[config.mk]
export PLATFORM = sky130hd
export DESIGN_NAME = core_seq_ctrl
export DESIGN_NICKNAME = d
export VERILOG_FILES = /design/src/rtl/core_seq_ctrl.sv
export SDC_FILE = /design/constraint.sdc
export NUM_CORES = 1
export LEC_CHECK = 0
export ABC_CLOCK_PERIOD_IN_PS = 3200
export BUFFER_PORTS_ARGS = -buffer_cell sky130_fd_sc_hd__buf_2
export CAP_MARGIN = 5
export CORE_MARGIN = 2
export CORE_UTILIZATION = 51
export DETAILED_ROUTE_END_ITERATION = 8
export PLACE_DENSITY = 0.91
export SYNTH_ARGS = -nofsm -noshare
export SYNTH_HDL_FRONTEND = slang
export SYNTH_SLANG_ARGS = --single-unit
[constraint.sdc]
create_clock -name clk -period 3.2 [get_ports clk]
set_clock_uncertainty 0.2 [all_clocks]
set_input_delay 0.64 -clock clk [delete_from_list [all_inputs] [get_ports clk]]
set_output_delay 0.64 -clock clk [all_outputs]
set_load 0.02 [all_outputs]
[src/rtl/core_seq_ctrl.sv]
// core_seq_ctrl: multi-cycle RV32 sequencer driving PC/IR/ALU/RF/DM controls with req/ack memory handshakes.
module core_seq_ctrl #(
  parameter logic [7:0] TIMEOUT = 8'd255
) (
  input  logic        clk,
  input  logic        rst_n,
  input  logic [15:0] ctrl_sig,
  input  logic        br_taken,
  output logic        if_req,
  input  logic        if_ack,
  output logic        dm_req,
  output logic        dm_we,
  input  logic        dm_ack,
  output logic        ir_we,
  output logic        pc_we,
  output logic [1:0]  pc_sel,
  output logic        alu_a_sel,
  output logic        alu_b_sel,
  output logic        rf_we,
  output logic [1:0]  wb_sel,
  output logic        instret,
  output logic        illegal,
  output logic        bus_err,
  output logic [2:0]  state
);
  typedef enum logic [2:0] {FETCH = 3'd0, DECODE = 3'd1, EXEC = 3'd2, MEM = 3'd3, WB = 3'd4, HALT = 3'd5} state_t;
  typedef enum logic [2:0] {C_ALU, C_LD, C_ST, C_BR, C_JALR, C_JAL, C_AUIPC, C_LUI} cls_t;
  state_t     state_q, state_d;
  cls_t       cls_q, cls_d, cls_dec;
  logic       a_q, a_d, b_q, b_d, br_q, br_d;
  logic       illegal_q, illegal_d, bus_err_q, bus_err_d;
  logic [7:0] wcnt_q, wcnt_d;
  logic       a_dec, b_dec, wait_st, expire, in_wb, in_ops;
  logic       unused_ctrl;
  assign unused_ctrl = ^ctrl_sig[15:10];
  always_comb begin
    cls_dec = ctrl_sig[9] ? C_LUI : ctrl_sig[8] ? C_AUIPC : ctrl_sig[7] ? C_JAL : ctrl_sig[6] ? C_JALR :
              ctrl_sig[5] ? C_BR : ctrl_sig[4] ? C_ST : ctrl_sig[3] ? C_LD : C_ALU;
    a_dec = cls_dec == C_AUIPC;
    b_dec = (cls_dec == C_ALU) ? ctrl_sig[1] : (cls_dec inside {C_LD, C_ST, C_JALR, C_AUIPC});
    // one watchdog covers both wait states; it idles at zero elsewhere so it is clear on entry
    wait_st = (state_q == FETCH && !if_ack) || (state_q == MEM && !dm_ack);
    expire = wait_st && wcnt_q == TIMEOUT - 8'd1;
    wcnt_d = wait_st ? wcnt_q + 8'd1 : 8'd0;
    state_d = state_q;
    cls_d = cls_q;
    a_d = a_q;
    b_d = b_q;
    br_d = br_q;
    illegal_d = illegal_q;
    bus_err_d = bus_err_q | expire;
    case (state_q)
      FETCH: state_d = expire ? HALT : if_ack ? DECODE : FETCH;
      DECODE: begin
        state_d = ctrl_sig[9:0] == 10'd0 ? HALT : EXEC;
        illegal_d = illegal_q | (ctrl_sig[9:0] == 10'd0);
        cls_d = cls_dec;
        a_d = a_dec;
        b_d = b_dec;
      end
      EXEC: begin
        br_d = br_taken;
        state_d = (cls_q == C_LD || cls_q == C_ST) ? MEM : WB;
      end
      MEM:  state_d = expire ? HALT : dm_ack ? WB : MEM;
      WB:   state_d = FETCH;
      HALT: state_d = HALT;
      default: state_d = FETCH;
    endcase
  end
  always_comb begin
    in_wb = state_q == WB;
    in_ops = state_q inside {EXEC, MEM, WB};
    if_req = state_q == FETCH;
    ir_we = if_req & if_ack;
    dm_req = state_q == MEM;
    dm_we = dm_req && cls_q == C_ST;
    pc_we = in_wb;
    instret = in_wb;
    rf_we = in_wb && !(cls_q inside {C_ST, C_BR});
    wb_sel = !in_wb ? 2'd0 : cls_q == C_LD ? 2'd1 : (cls_q inside {C_JAL, C_JALR}) ? 2'd2 :
             cls_q == C_LUI ? 2'd3 : 2'd0;
    pc_sel = !in_wb ? 2'd0 : (cls_q == C_JAL || (cls_q == C_BR && br_q)) ? 2'd1 :
             cls_q == C_JALR ? 2'd2 : 2'd0;
    // selects follow the live decode in DECODE, then the latched copy until WB
    alu_a_sel = state_q == DECODE ? a_dec : in_ops & a_q;
    alu_b_sel = state_q == DECODE ? b_dec : in_ops & b_q;
    illegal = illegal_q;
    bus_err = bus_err_q;
    state = state_q;
  end
  always_ff @(posedge clk) begin
    if (!rst_n) begin
      state_q <= FETCH;
      cls_q <= C_ALU;
      a_q <= 1'b0;
      b_q <= 1'b0;
      br_q <= 1'b0;
      illegal_q <= 1'b0;
      bus_err_q <= 1'b0;
      wcnt_q <= 8'd0;
    end else begin
      state_q <= state_d;
      cls_q <= cls_d;
      a_q <= a_d;
      b_q <= b_d;
      br_q <= br_d;
      illegal_q <= illegal_d;
      bus_err_q <= bus_err_d;
      wcnt_q <= wcnt_d;
    end
  end
endmodule

==> impl_metrics.json <==
{
  "postCtsSetupRepairBufs": 0,
  "finalCritPeriodShare": 0.8324,
  "hold-worst-slack_ns": 0.2647,
  "netlist_top_cells_count": "dfxtp_1, nor2_1, nand2_1",
  "hold_class": "flip-flop to flip-flop",
  "cts.sinks": 19,
  "clk_latency_ns": 0.29,
  "path_class": "flip-flop to output port",
  "end_kind": "output port",
  "drv_slew": 0,
  "cts_tree": "yes",
  "ios": 39,
  "leakagePower_nw": 0.5859,
  "final_cells": 193,
  "yosysTopAreaCell": "dfxtp_1",
  "placed_cells": 189,
  "synth_area_um2": 1050,
  "detailed_place.area_um2": 1231,
  "drv_cap": 0,
  "synth_top_cell_area_share": 0.3623,
  "start_util": 0.5406,
  "cts.htree.levels": 1,
  "yosysWarnings": 0,
  "ys_seq_area_frac": 0.3623,
  "synth_cell_type_count": 40,
  "synth_edf_count": 0,
  "clockBufferDepth": 2,
  "required_ns": 2.36,
  "avgSynthCellArea_um2": 7.953,
  "port_buffers": 32,
  "internal_power_w": 0.0003365,
  "relSlewSlack": 0.6961,
  "place.gp.congestion": 0.8091,
  "fin_area_um2": 1257,
  "power_density_nw_per_um2": 387.0,
  "worst_slew_pin_slew_ns": 0.4523,
  "setup_viol": 0,
  "fill_cells": 179,
  "holdBufCountCts": 0,
  "drt-pass1-iter-count": 4,
  "switching_share": 0.3085,
  "ys_top_cells_by_area": "dfxtp_1, nor2_1, a21oi_1",
  "fin_util": 0.6476,
  "final_antenna_net_count": 0,
  "die_area_um2": 2437,
  "nets": 190,
  "syn2layout_area_growth_pct": 19.79,
  "switchingPower_w": 0.0001501,
  "multi_input_area_um2": 626.9,
  "wl_per_cell_um": 11.93,
  "p_comb_frac": 0.208,
  "grt_overflow_total": 0,
  "grtUsageTotal": 0.2083,
  "place_hpwl_mm": 1.800,
  "diodes": 0,
  "seqPwrFrac": 0.543,
  "netlist_instances": 132,
  "core-area_um2": 1942,
  "finalHoldViolations": 0,
  "arrival_ns": 1.82,
  "grt_max_degree": 15,
  "drc_errors": 0,
  "grt_pass1_wl_mm": 4.043,
  "syn_nets": 155,
  "drive_gt1_frac": 0.2831,
  "synth_flop_cell": "dfxtp_1",
  "wirelength_mm": 2.302,
  "drt_iter0_markers": 9,
  "rows": 16,
  "status": "complete, no violations",
  "rsz0062_at_grt": "false",
  "grt_pass1_vias": 1004,
  "fin_tns_setup_ns": 0,
  "cts.clk_slew.worst_paths_ns": 0.10,
  "max_freq_mhz": 375.4,
  "seq_area_um2": 380.4,
  "cts_resized": 0,
  "synthArstFlopShare": 0,
  "vias": 1020,
  "numCtsBuffers": 3,
  "root_buffer": "clkbuf_4",
  "p_clk_frac": 0.249,
  "viasPerCell": 5.285,
  "antenna_found_initial": 0,
  "die_height_um": 49.37,
  "cp_max_fo": 14,
  "dieWidth_um": 49.37,
  "period_needed_ns": 2.664,
  "ys_ff_latch": 19,
  "irDropWorstVdd_mv": 0.2194,
  "crit_path_start_kind": "flip-flop"
}
-- routing by layer --
metal	up-vias	track usage	wire [um]
li1	531	-	-
met1	455	0.2161	953
met2	27	0.4077	1219
met3	7	0.04294	87
met4	0	0.06944	42
met5	-	0	0
-- power groups by stage --
stage / clock (W) / combinational [W] / sequential (W)
4_1_cts: 0.000124 / 0.000101 / 0.000264
5_1_grt: 0.000133 / 0.000113 / 0.000266
3_5_place_dp: 0 / 0.000100 / 0.000269
6_report: 0.000121 / 0.000101 / 0.000264
3_3_place_gp: 0 / 0.0000973 / 0.000268
2_1_floorplan: 0 / 0.0000684 / 0.000267
-- cell type report --
type,instances,area share
inverters,8,0.02388
repair buffers,32,0.1274
multi-input cells,103,0.4985
clock buffers,4,0.02090
well taps,27,0.02687
flip-flops and latches,19,0.3025
-- state kept, by name, indices dropped and copies added, names as in the netlist --
name	count
wcnt_q	8
cls_q	3
state	3
a_q	1
b_q	1
br_q	1
bus_err	1
illegal	1
-- final timing paths --
| kind | start | end | slack, ns | cells after the start |
|---|---|---|---|---|
| max reg2reg | state[0]$_SDFF_PN0_ | b_q$_SDFFE_PN0N_ | 1.44 | 4 |
| min | a_q$_SDFFE_PN0N_ | a_q$_SDFFE_PN0N_ | 0.26 | 2 |
| min reg2reg | a_q$_SDFFE_PN0N_ | a_q$_SDFFE_PN0N_ | 0.26 | 2 |
| max | state[0]$_SDFF_PN0_ | alu_b_sel | 0.54 | 5 |
-- layout by cell type (no fill, tap or decap), drive strengths merged, types with 2 or more instances in the layout --
| cell type | n |
|---|---|
| inv | 8 |
| nor2b | 4 |
| xor2 | 4 |
| buf | 32 |
| nand3 | 9 |
| and2 | 3 |
| nand2b | 2 |
| dfxtp | 19 |
| nand2 | 12 |
| clkbuf | 4 |
| or3b | 2 |
| o21ai | 4 |
| a221oi | 2 |
| a21oi | 10 |
| nor2 | 20 |
| ha | 2 |
| nor3 | 7 |
| o21bai | 2 |
| and3 | 5 |
| a211oi | 2 |
| xnor2 | 3 |
-- critical path: stages, from the launching register on --
cell	delay (ns)
dfxtp_1	0.57
or3b_4	0.46
nor2_2	0.16
nand2_1	0.11
nand3_1	0.07
buf_2	0.16
-- cells by family after synthesis --
logic type / count (synthesis) / synth area share
adders and majority gates: 2 / 0.02383
buffers and inverters: 10 / 0.04052
xor gates and xnor gates: 7 / 0.05840
AOI/OAI and AO/OA: 25 / 0.1621
DFF: 19 / 0.3623
and+or+nand+nor: 69 / 0.3528
-- per-stage QoR --
stage	power [W]	setup WS, ns
floorplan	0.0003353	0.8105
global placement	0.0003656	0.7704
detailed placement	0.0003696	0.7256
CTS	0.0004890	0.5434
global route	0.0005116	0.4014
finish	0.0004866	0.5364
No activity file was read; power rests on OpenSTA's default activity.
